--- src/rtl/mux_ctrl_pkg.sv ---
// Shared constants, state encoding and helpers for the round-robin
// mux controller.
package mux_ctrl_pkg;

    localparam int N_REQ = 8;
    localparam int SEL_W = 3;
    localparam int CNT_W = 4;

    typedef enum logic {
        IDLE  = 1'b0,
        GRANT = 1'b1
    } state_e;

    function automatic logic [N_REQ-1:0] onehot(input logic [SEL_W-1:0] idx);
        return {{(N_REQ-1){1'b0}}, 1'b1} << idx;
    endfunction

endpackage

--- src/rtl/mux_8x1_v.sv ---
// Eight-input one-bit multiplexer shared by all requesters.
module mux_8x1_v (
    input  logic [7:0] I,
    input  logic [2:0] S,
    output logic       Y
);

    assign Y = I[S];

endmodule

--- src/rtl/rr_pick8.sv ---
// Rotating priority search: first set request at or after 'start',
// ascending with wrap from the top index back to 0.
module rr_pick8
    import mux_ctrl_pkg::*;
(
    input  logic [N_REQ-1:0] req,
    input  logic [SEL_W-1:0] start,
    output logic [SEL_W-1:0] winner,
    output logic             any
);

    assign any = |req;

    always_comb begin
        // NOTE: default before the loop keeps every path assigned, so no latch.
        winner = start;
        // Walk from the farthest slot back to 'start'; the last hit is the nearest.
        for (int i = N_REQ - 1; i >= 0; i--) begin
            if (req[start + SEL_W'(i)]) begin
                winner = start + SEL_W'(i);
            end
        end
    end

endmodule

--- src/rtl/mux_8x1_arbiter.sv ---
// Round-robin owner of the shared 8:1 mux select; grants one requester
// at a time for up to HOLD cycles and registers the selected bit.
module mux_8x1_arbiter
    import mux_ctrl_pkg::*;
#(
    parameter int HOLD = 4
) (
    input  logic             clk,
    input  logic             rst,
    input  logic [N_REQ-1:0] req,
    input  logic [N_REQ-1:0] din,
    output logic [N_REQ-1:0] gnt,
    output logic [SEL_W-1:0] sel,
    output logic             dout,
    output logic             dout_valid,
    output logic             busy
);

    localparam logic [CNT_W-1:0] CNT_LAST = CNT_W'(HOLD - 1);

    state_e           state_q;
    logic [N_REQ-1:0] gnt_q;
    logic [SEL_W-1:0] sel_q;
    logic [SEL_W-1:0] ptr_q;
    logic [CNT_W-1:0] cnt_q;
    logic             dout_q;
    logic             dout_valid_q;

    logic [SEL_W-1:0] sel_inc;
    logic             last_cycle;
    logic [SEL_W-1:0] start_d;
    logic [SEL_W-1:0] winner;
    logic             any_req;
    logic             mux_y;

    assign sel_inc    = sel_q + SEL_W'(1);
    assign last_cycle = (state_q == GRANT) && (!req[sel_q] || (cnt_q == CNT_LAST));
    // A finishing grant searches from the slot after it, so its owner ranks last.
    assign start_d    = last_cycle ? sel_inc : ptr_q;

    rr_pick8 u_pick (
        .req    (req),
        .start  (start_d),
        .winner (winner),
        .any    (any_req)
    );

    mux_8x1_v u_mux (
        .I (din),
        .S (sel_q),
        .Y (mux_y)
    );

    // NOTE: sequential state uses non-blocking assignments so every register
    // samples pre-edge values regardless of statement order.
    always_ff @(posedge clk or posedge rst) begin
        if (rst) begin
            state_q      <= IDLE;
            gnt_q        <= '0;
            sel_q        <= '0;
            ptr_q        <= '0;
            cnt_q        <= '0;
            dout_q       <= 1'b0;
            dout_valid_q <= 1'b0;
        end else begin
            case (state_q)
                IDLE: begin
                    dout_valid_q <= 1'b0;
                    if (any_req) begin
                        state_q <= GRANT;
                        gnt_q   <= onehot(winner);
                        sel_q   <= winner;
                        cnt_q   <= '0;
                    end
                end
                GRANT: begin
                    dout_q       <= mux_y;
                    dout_valid_q <= 1'b1;
                    if (last_cycle) begin
                        ptr_q <= sel_inc;
                        cnt_q <= '0;
                        if (any_req) begin
                            gnt_q <= onehot(winner);
                            sel_q <= winner;
                        end else begin
                            state_q <= IDLE;
                            gnt_q   <= '0;
                        end
                    end else begin
                        cnt_q <= cnt_q + CNT_W'(1);
                    end
                end
                default: state_q <= IDLE;
            endcase
        end
    end

    assign gnt        = gnt_q;
    assign sel        = sel_q;
    assign dout       = dout_q;
    assign dout_valid = dout_valid_q;
    assign busy       = |gnt_q;

endmodule

--- config.mk ---
export PLATFORM = sky130hd
export DESIGN_NAME = mux_8x1_arbiter
export DESIGN_NICKNAME = d
export VERILOG_FILES = /design/src/rtl/mux_ctrl_pkg.sv /design/src/rtl/mux_8x1_v.sv /design/src/rtl/rr_pick8.sv /design/src/rtl/mux_8x1_arbiter.sv
export SDC_FILE = /design/constraint.sdc
export NUM_CORES = 1
export LEC_CHECK = 0
export CAP_MARGIN = 20
export CORE_ASPECT_RATIO = 0.7
export CORE_UTILIZATION = 50
export CTS_BUF_LIST = sky130_fd_sc_hd__clkbuf_16
export CTS_CLUSTER_DIAMETER = 120
export CTS_CLUSTER_SIZE = 24
export DETAILED_ROUTE_END_ITERATION = 10
export PLACE_DENSITY = 0.89
export SYNTH_ARGS = -nofsm -noshare
export SYNTH_HDL_FRONTEND = slang
export SYNTH_SLANG_ARGS = --single-unit
export TNS_END_PERCENT = 30
--- constraint.sdc ---
create_clock -name clk -period 3.7 [get_ports clk]
set_clock_uncertainty 0.05 [all_clocks]
set_input_delay 0.74 -clock clk [delete_from_list [all_inputs] [get_ports clk]]
set_output_delay 0.74 -clock clk [all_outputs]
set_load 0.01 [all_outputs]
# Word-level counts from Yosys, hierarchy flattened
# Cells that the tools add are included.
dict set report word_totals {
  reg_bits 21
  word_cells 79
}
dict set report classes {
  n_addsub 9
  order_cmp 9
  n_eq_ne 3
  n_shift 1
  mux 43
  n_bitwise 1
  reduce_logical 6
}
# operator n
set ops {}
lappend ops {{$lt 3x4->1 const B} 9}
lappend ops {{$mux 3} 11}
lappend ops {{$bmux 1 s3} 10}
lappend ops {{$mux 8} 3}
lappend ops {{$pmux 8 s2} 1}
lappend ops {{$reduce_or 8->1} 2}
lappend ops {{$add 3x3->3 const B} 4}
lappend ops {{$mux 1} 12}
lappend ops {{$mux 4} 2}
lappend ops {{$pmux 4 s2} 1}
lappend ops {{$shl 1x3->8 const A} 1}
lappend ops {{$add 3x1->3 const B} 2}
lappend ops {{$add 3x2->3 const B} 2}
lappend ops {{$pmux 3 s2} 1}
lappend ops {{$add 4x1->4 const B} 1}
lappend ops {{$eq 4x2->1 const B} 1}
lappend ops {{$pmux 1 s2} 2}
lappend ops {{$ne 2x1->1 const B} 1}
lappend ops {{$ne 2x2->1 const B} 1}
lappend ops {{$reduce_and 2->1} 1}
lappend ops {{$logic_and 1x1->1} 1}
lappend ops {{$logic_not 1->1} 1}
lappend ops {{$logic_or 1x1->1} 1}
lappend ops {{$not 1->1} 1}

# Logic depth before layout (Yosys ltp)
# Gate-level depths: netlist of run 1.
dict set report logic_depth {
  word_depth 21
  ltp_mapped 18
  depth_no_buf 15
}

# Hierarchy
# Synthesis of run 1 repeated with hierarchy kept, for this count alone.
dict set report hier_totals {
  hier_cells 187
  area_unflattened_um2 2013.2
}
# module instances cells_per_inst area_per_inst_um2
set by_module_without_submodules {}
lappend by_module_without_submodules {mux_8x1_arbiter 1 90 1074.8}
lappend by_module_without_submodules {rr_pick8 1 94 874.6}
lappend by_module_without_submodules {mux_8x1_v 1 3 63.8}

# Worst setup path after synthesis of run 1
# Ideal clock, no wire load.
dict set report synth_path {
  path_kind {input -> register}
  from {input port req[2]}
  to {register gnt_q[4], in the netlist gnt[4]}
  setup_ns 0.121
  t_arrival_ns 4.307
  t_required_ns 3.529
  setup_slack_ns -0.778
  path_stages 17
  path_buffers 3
  cell_sequence {clkbuf_1 > mux2i_1 > a221oi_1 > buf_4 > mux2i_1 > nor2_1 > inv_1 > buf_2 > ha_1 > inv_1 > xnor2_2 > mux4_2 > a211o_1 > a21bo_1 > a22oi_4 > xnor2_1 > a22o_1}
}
dict set report synth_via {
  elab_chain_len 21
  elab_cells_between_ends 46
}
# item line
set synth_lines {}
lappend synth_lines {{start: declaration} mux_8x1_arbiter.sv:10} ;# input logic [N_REQ-1:0] req,
lappend synth_lines {{$bmux 1 s3} mux_8x1_arbiter.sv:37} ;# assign last_cycle = (state_q == GRANT) && (!req[sel_q] || (cnt_q == CNT_LAST));
lappend synth_lines {{$mux 1 (implied by the code)} mux_8x1_arbiter.sv:37}
lappend synth_lines {{$logic_not 1->1} mux_8x1_arbiter.sv:37}
lappend synth_lines {{$logic_or 1x1->1} mux_8x1_arbiter.sv:37}
lappend synth_lines {{$logic_and 1x1->1} mux_8x1_arbiter.sv:37}
lappend synth_lines {{$mux 3} n/a}
lappend synth_lines {{$add 3x3->3} {rr_pick8.sv:19, rr_pick8.sv:20}}
lappend synth_lines {{$bmux 1 s3} rr_pick8.sv:19} ;# if (req[start + SEL_W'(i)]) begin
lappend synth_lines {{$mux 1 (implied by the code)} rr_pick8.sv:19}
lappend synth_lines {{$mux 3 (8 in a row)} rr_pick8.sv:19}
lappend synth_lines {{$shl 1x3->8} mux_ctrl_pkg.sv:15} ;# return {{(N_REQ-1){1'b0}}, 1'b1} << idx;
lappend synth_lines {{$mux 8} mux_8x1_arbiter.sv:82} ;# if (any_req) begin
lappend synth_lines {{$mux 8} mux_8x1_arbiter.sv:79} ;# if (last_cycle) begin
lappend synth_lines {{$pmux 8 s2} mux_8x1_arbiter.sv:66} ;# case (state_q)
lappend synth_lines {{end signal: assignment} mux_8x1_arbiter.sv:71} ;# gnt_q <= onehot(winner);
lappend synth_lines {{end signal: assignment} mux_8x1_arbiter.sv:83} ;# gnt_q <= onehot(winner);
lappend synth_lines {{end: declaration} mux_8x1_arbiter.sv:22} ;# logic [N_REQ-1:0] gnt_q;
# Several ways; a longest one is shown, not always the timed one. The select of a mux whose other input is x is not followed.
# A chain may end at the register's enable or synchronous reset.

# Final worst setup path of run 1
dict set report layout_path {
  from {input port req[3]}
  to {register gnt_q[3], in the netlist gnt[3]}
}
# The elaborated chain is that of the path after synthesis.

==> summary.md, run 1 <==
| Metric | Value |
|---|---|
| Number of global-route vias before repair | `2,770` |
| DIE AREA | `4840 sq um` |
| Async S/R FF share, synth | `1.00` |
| Placed cell count | `410` |
| Final setup violation count | `10` |
| Worst EP arrival | `3.93 ns` |
| Fmax | `0.260 GHz` |
| Endpoint, Worst Hold | `gnt[7]$_DFFE_PP0P_` |
| Core Area | `4350 sq um` |
| Failing checks | `setup timing` |
| Initial antenna violation count | `0` |
| CTS sink count | `21` |
| Ys Warns | `0` |
| Area growth syn-to-layout | `52.8%` |
| DR DRC count | `0` |
| CTS buffer count | `3` |
| Port bufs | `31` |
| Data required, critical path | `3.78 ns` |
| Post-DRT Antenna Nets | `0` |
| Synth top area share | `0.230` |
| Hold-fix buffers at CTS | `0` |
| Crit. End Element | `flop` |
| Clock Latency Late Sink | `0.25 ns` |
| CTS root buf | `clkbuf_16` |
| Largest net degree at the start of global routing | `22` |
| Pins over their slew limit | `0` |
| Final Hold Slack | `0.504 ns` |
| Reg2Reg Launch Point | `sel[1]$_DFFE_PP0P_` |
| Fin. Hold Viols | `0` |
| Die X | `82.8 microns` |
| Total of max-cap violations | `0` |
| Starting Density | `0.524` |
| Htree depth | `1` |
| Mapped Nets | `297` |
| Global-route wire length before repair | `13,300 microns` |
| Gr ovfl total | `0` |
| Setup TNS | `-0.878 ns` |
| I/O pin cnt | `32` |
| Final min period | `3.85 ns` |
| Core Util, Final | `0.801` |
| Total GRT Usage | `0.366` |
| Critical path type | `primary input to flop` |
| Mapped cell area | `2280 sq um` |
| Actual slew at the worst max-slew pin | `0.773 ns` |
| Hold path depth | `2` |
| Final std cells w/o fill | `431` |
| Clk pin slew, worst setup/hold paths | `0.06 ns` |
| Most common cell in the netlist | `nand2_1` |
| FF-to-FF path depth | `16` |
| Antenna Cells | `0` |
| # fillers | `267` |
| Cells after Synth | `276` |
| TritonCTS clock tree | `done` |
| # rows | `20` |
| Leading area contributor after synthesis | `dfrtp_1` |
| Synth Register Bits | `21` |
| WL final | `9140 microns` |
| Vias | `2,921` |
| Synth top cells by count | `nand2_1 (32), a21oi_1 (21), dfrtp_1 (21)` |
| Tcrit/Tclk final | `1.04` |
| Number of flops mapped to enable cells by yosys | `0` |
| Mean Syn Cell Area | `8.27 sq um` |
| Hold path startpoint | `gnt[7]$_DFFE_PP0P_` |
| Routability cong. | `1.07` |
| Synth top area cells | `dfrtp_1 (23%), mux2i_1 (7.0%), nand2_1 (5.3%)` |
| Final nets | `398` |
| Hold crit path type | `flop to flop` |
| Hpwl dp | `6050 microns` |
| 1st-iter DRT viols | `466` |
| Die H | `58.5 microns` |
| Library cells used by synthesis | `67` |
| RSZ-0062 raised after global routing | `true` |
| Clock Tree Buf Depth | `2` |
| Sequential fraction of the synthesis area | `0.230` |
| Critical R2R Capture | `gnt[3]$_DFFE_PP0P_` |
| Status | `finished, violations left` |
| Vias per std cell | `6.78` |
| Wirelength per Cell | `21.2 microns` |
| Relative max-transition margin | `0.484` |
| CP Launch Type | `primary input` |
| Crit path setup slack, layout | `-0.150 ns` |
| Synth Flop Type | `dfrtp_1` |
| Layout cells sized above 1 | `0.383` |
| DRT Pass-1 Iters | `7` |
| Crit-path max FO | `5` |
| R2R setup slack | `-0.13 ns` |
==> worst max-delay path, cell delays in order <==
cell	delay, ns
buf_2	0.12
mux2i_4	0.08
a221oi_2	0.35
buf_4	0.20
mux2i_4	0.24
nor2_2	0.07
inv_2	0.09
ha_4	0.17
inv_4	0.05
xnor2_4	0.16
buf_6	0.13
mux2i_1	0.19
or3b_4	0.40
o2111a_1	0.15
o32a_1	0.42
o311a_1	0.15
a22o_1	0.21
==> worst max-delay path by stage <==
stage / start / end / slack, ns
2_1_floorplan: req[3] / gnt[4]$_DFFE_PP0P_ / -0.31
3_3_place_gp: req[1] / gnt[4]$_DFFE_PP0P_ / -0.69
3_5_place_dp: req[1] / gnt[4]$_DFFE_PP0P_ / -0.75
4_1_cts: req[6] / gnt[4]$_DFFE_PP0P_ / -0.04
5_1_grt: req[3] / gnt[3]$_DFFE_PP0P_ / -0.22
6_report: req[3] / gnt[3]$_DFFE_PP0P_ / -0.15
==> per-stage QoR <==
stage / area [sq um] / setup slack [ns]
final: 3490 / -0.150
after global routing: 3490 / -0.223
after CTS: 3380 / -0.0401
after detailed placement: 3180 / -0.750
after global placement: 3180 / -0.692
after floorplan: 2390 / -0.309
==> layout by cell type (no fill, tap or decap), types with 4 or more instances in the layout <==
| cell | netlist | final |
|---|---|---|
| nor3_1 | 7 | 7 |
| o21ai_1 | 4 | 5 |
| inv_1 | 8 | 7 |
| mux2_2 | 5 | 4 |
| buf_4 | 2 | 81 |
| clkdlybuf4s50_1 | 0 | 23 |
| nor4_1 | 7 | 6 |
| a21oi_1 | 21 | 20 |
| a211oi_1 | 7 | 6 |
| mux2i_1 | 16 | 12 |
| nand3_1 | 9 | 9 |
| a22o_1 | 6 | 6 |
| nand2b_1 | 8 | 7 |
| o21ai_0 | 15 | 14 |
| o32ai_1 | 4 | 4 |
| mux4_2 | 4 | 4 |
| nand2_1 | 32 | 31 |
| nor2_1 | 13 | 11 |
| buf_6 | 0 | 4 |
| buf_2 | 9 | 4 |
| dfrtp_1 | 21 | 18 |
==> routing by layer <==
| layer | GRT usage | vias to the layer above | routed length [microns] | share of wire |
|---|---|---|---|---|
| li1 | - | 1266 | - | - |
| met1 | 0.461 | 1355 | 3410 | 0.37 |
| met2 | 0.619 | 224 | 4230 | 0.46 |
| met3 | 0.0791 | 76 | 952 | 0.10 |
| met4 | 0.133 | 0 | 548 | 0.060 |
| met5 | 0 | - | 0 | 0 |
==> state kept, by name, indices dropped and copies added (netlist names) <==
| register | cells |
|---|---|
| gnt | 8 |
| cnt_q | 4 |
| ptr_q | 3 |
| sel | 3 |
| dout | 1 |
| dout_valid | 1 |
| state_q | 1 |
==> what timing repair did <==
item                       4_1_cts  5_1_grt
pin swaps                       13       13
buffers inserted                10        7
resized for setup               48       14
setup endpoints to repair       11       11
==> cell type report <==
type | instances | area (sq um) | area share
well taps | 55 | 68.8 | 0.0197
clock inverters | 1 | 3.75 | 0.00108
multi-input cells | 226 | 1800 | 0.517
clock buffers | 3 | 75.1 | 0.0215
flip-flops and latches | 21 | 529 | 0.152
repair buffers | 115 | 963 | 0.276
inverters | 10 | 43.8 | 0.0126
==> logic make-up (layout without fill, tap and decap cells) <==
kind of cell | count (synthesis) | count (layout) | share of synthesized area
buffers and inverters | 29 | 129 | 0.0576
and+or+nand+nor | 91 | 91 | 0.196
adders and majority gates | 3 | 3 | 0.0164
AOI/OAI and AO/OA | 97 | 97 | 0.314
muxes | 28 | 28 | 0.156
DFF | 21 | 21 | 0.230
xor gates and xnor gates | 7 | 7 | 0.0302
Power of run 1 is left out: the tool's default activity adds up to more than one toggle a clock period on the data nets, which glitch-free logic cannot reach.
==> run 2, diff against run 1 <==
--- a/config.mk
+++ b/config.mk
@@ -7,12 +7,12 @@
 export LEC_CHECK = 0
 export CAP_MARGIN = 20
 export CORE_ASPECT_RATIO = 0.7
-export CORE_UTILIZATION = 50
+export CORE_UTILIZATION = 31
 export CTS_BUF_LIST = sky130_fd_sc_hd__clkbuf_16
-export CTS_CLUSTER_DIAMETER = 120
 export CTS_CLUSTER_SIZE = 24
 export DETAILED_ROUTE_END_ITERATION = 10
-export PLACE_DENSITY = 0.89
+export GPL_ROUTABILITY_DRIVEN = 0
+export PLACE_DENSITY = 0.64
 export SYNTH_ARGS = -nofsm -noshare
 export SYNTH_HDL_FRONTEND = slang
 export SYNTH_SLANG_ARGS = --single-unit
==> summary.md, run 2 (synthesized netlist as in run 1, its figures left out) <==
| Metric | Value |
|---|---|
| Crit-path max FO | `4 (-1)` |
| Crit path setup slack, layout | `-0.0602 ns (+0.0900 ns)` |
| Tcrit/Tclk final | `1.02 (-0.0243)` |
| Gr ovfl total | `0 (unchanged)` |
| # rows | `25 (+25%)` |
| Die H | `73.8 microns (+26%)` |
| Area growth syn-to-layout | `48.5%` |
| Placed Area | `3210 sq um (+1.1%)` |
| Hpwl dp | `5990 microns (-1.0%)` |
| Core Util, Final | `0.488 (-0.313)` |
| DIE AREA | `7710 sq um (+59%)` |
| Crit. End Element | `flop` |
| Hold crit path type | `flop to flop` |
| Data required, critical path | `3.79 ns (about the same)` |
| Htree depth | `1 (unchanged)` |
| Port bufs | `31 (unchanged)` |
| Post-DRT Antenna Nets | `0 (unchanged)` |
| Clock Latency Late Sink | `0.26 ns (about the same)` |
| Relative max-transition margin | `0.458 (-0.0263)` |
| Layout cells sized above 1 | `0.345 (-0.0377)` |
| WL final | `7650 microns (-16%)` |
| CTS root buf | `clkbuf_16` |
| Fin. Hold Viols | `0 (unchanged)` |
| Global-route wire length before repair | `12,500 microns (-5.9%)` |
| Number of global-route vias before repair | `2,427 (-12%)` |
| Worst EP arrival | `3.85 ns (-0.08 ns)` |
| Final setup violation count | `5 (-5)` |
| Clock Tree Buf Depth | `2 (unchanged)` |
| Vias per std cell | `5.71 (-16%)` |
| Final std cells w/o fill | `456 (+5.8%)` |
| Starting Density | `0.329 (-0.195)` |
| RSZ-0062 raised after global routing | `true` |
| Fmax | `0.266 GHz (+2.4%)` |
| Design area | `3390 sq um (-2.8%)` |
| Actual slew at the worst max-slew pin | `0.812 ns (+0.0394 ns)` |
| Total GRT Usage | `0.208 (-0.158)` |
| Register Area | `528 sq um (-0.24%)` |
| I/O pin cnt | `32 (unchanged)` |
| Reg2Reg Launch Point | `sel[1]$_DFFE_PP0P_` |
| Hold path startpoint | `dout$_DFFE_PP0P_` |
| Most frequent cells in the layout | `buf_4 (67), nand2_1 (32), clkdlybuf4s50_1 (23), a21oi_1 (21), dfrtp_1 (19)` |
| TritonCTS clock tree | `done` |
| Crit path launch | `sel[1]$_DFFE_PP0P_` |
| Die X | `105 microns (+26%)` |
| Placed cell count | `449 (+9.5%)` |
| Wirelength per Cell | `16.8 microns (-21%)` |
| Final nets | `384 (-3.5%)` |
| CTS sink count | `21 (unchanged)` |
| R2R setup slack | `-0.06 ns (+0.07 ns)` |
| Vias | `2,604 (-11%)` |
| Core Area | `6940 sq um (+59%)` |
| CTS buffer count | `3 (unchanged)` |
| DRT Pass-1 Iters | `5 (-2)` |
| Most common cell after layout, fill and taps aside | `buf_4` |
| Status | `finished, violations left` |
| Pins over their slew limit | `0 (unchanged)` |
| DR DRC count | `0 (unchanged)` |
| Failing checks | `setup timing` |
| # fillers | `684 (+160%)` |
| 1st-iter DRT viols | `253 (-46%)` |
| Initial antenna violation count | `0 (unchanged)` |
| Antenna Cells | `0 (unchanged)` |
| Max FFs per register | `8 (unchanged)` |
| Clk pin slew, worst setup/hold paths | `0.06 ns (about the same)` |
| CP Launch Type | `flop` |
| Largest net degree at the start of global routing | `22 (unchanged)` |
| Final min period | `3.76 ns (-0.0900 ns)` |
| Area of the multi-input gates | `1800 sq um (about the same)` |
| Total of max-cap violations | `0 (unchanged)` |
| Critical path type | `flop to flop` |
[run 2: cell count changes in the layout (fill, tap and decap cells not counted), moves of 2 or more]
cell     change
buf_12       -2
buf_2        +4
buf_4       -14
buf_6        -2
o21ai_1      -2
[run 2: routing by layer]
layer	track usage	vias up	share of wire
li1	-	1232	-
met1	0.310	1250	0.49
met2	0.322	116	0.43
met3	0.0337	6	0.074
met4	0.0254	0	0.0071
met5	0	-	0
[run 2: what timing repair did]
item / CTS / global route
resized for setup: 47 / 6
buffers inserted: 2 / 1
pin swaps: 16 / 9
endpoints found under the setup margin: 11 / 10
hold buffers: 0 / 0
[run 2: area by class of cell]
class | instances | share of cell area
Clock buffer | 3 | 0.0222
Clock inverter | 1 | 0.00111
Inverter | 10 | 0.0129
Multi-Input combinational cell | 226 | 0.532
Sequential cell | 21 | 0.156
Tap cell | 94 | 0.0347
Timing Repair Buffer | 101 | 0.241
[run 2: worst paths after layout]
path	end	cells past startpoint
hold reg to reg	dout$_DFFE_PP0P_	2
min in group asynchronous	gnt[5]$_DFFE_PP0P_	2
max in group asynchronous	sel[0]$_DFFE_PP0P_	2
setup / recovery	gnt[5]$_DFFE_PP0P_	15
setup reg to reg	gnt[5]$_DFFE_PP0P_	15
hold / removal	dout$_DFFE_PP0P_	2
[run 2: worst max-delay path, cell delays in order, from the launching register on]
cell and delay (ns):
dfrtp_2 0.48, mux2i_4 0.23, a221oi_4 0.36, buf_4 0.18, nand3_2 0.06, o211a_1 0.19
clkinv_2 0.08, ha_4 0.17, inv_4 0.06, xnor2_4 0.18, mux4_2 0.53, a211o_1 0.26
a21bo_1 0.20, a22oi_4 0.22, xnor2_2 0.13, a22o_1 0.25
[run 2: through the flow]
step	hold slack, ns	setup WS, ns	setup TNS (ns)
finish	0.478	-0.0602	-0.197
global route	0.506	-0.199	-1.33
CTS	0.485	-0.152	-0.793
global placement	0.459	-0.743	-7.16
floorplan	0.396	-0.309	-2.49
detailed placement	0.470	-0.788	-7.74
Power of run 2 is left out for the same reason.
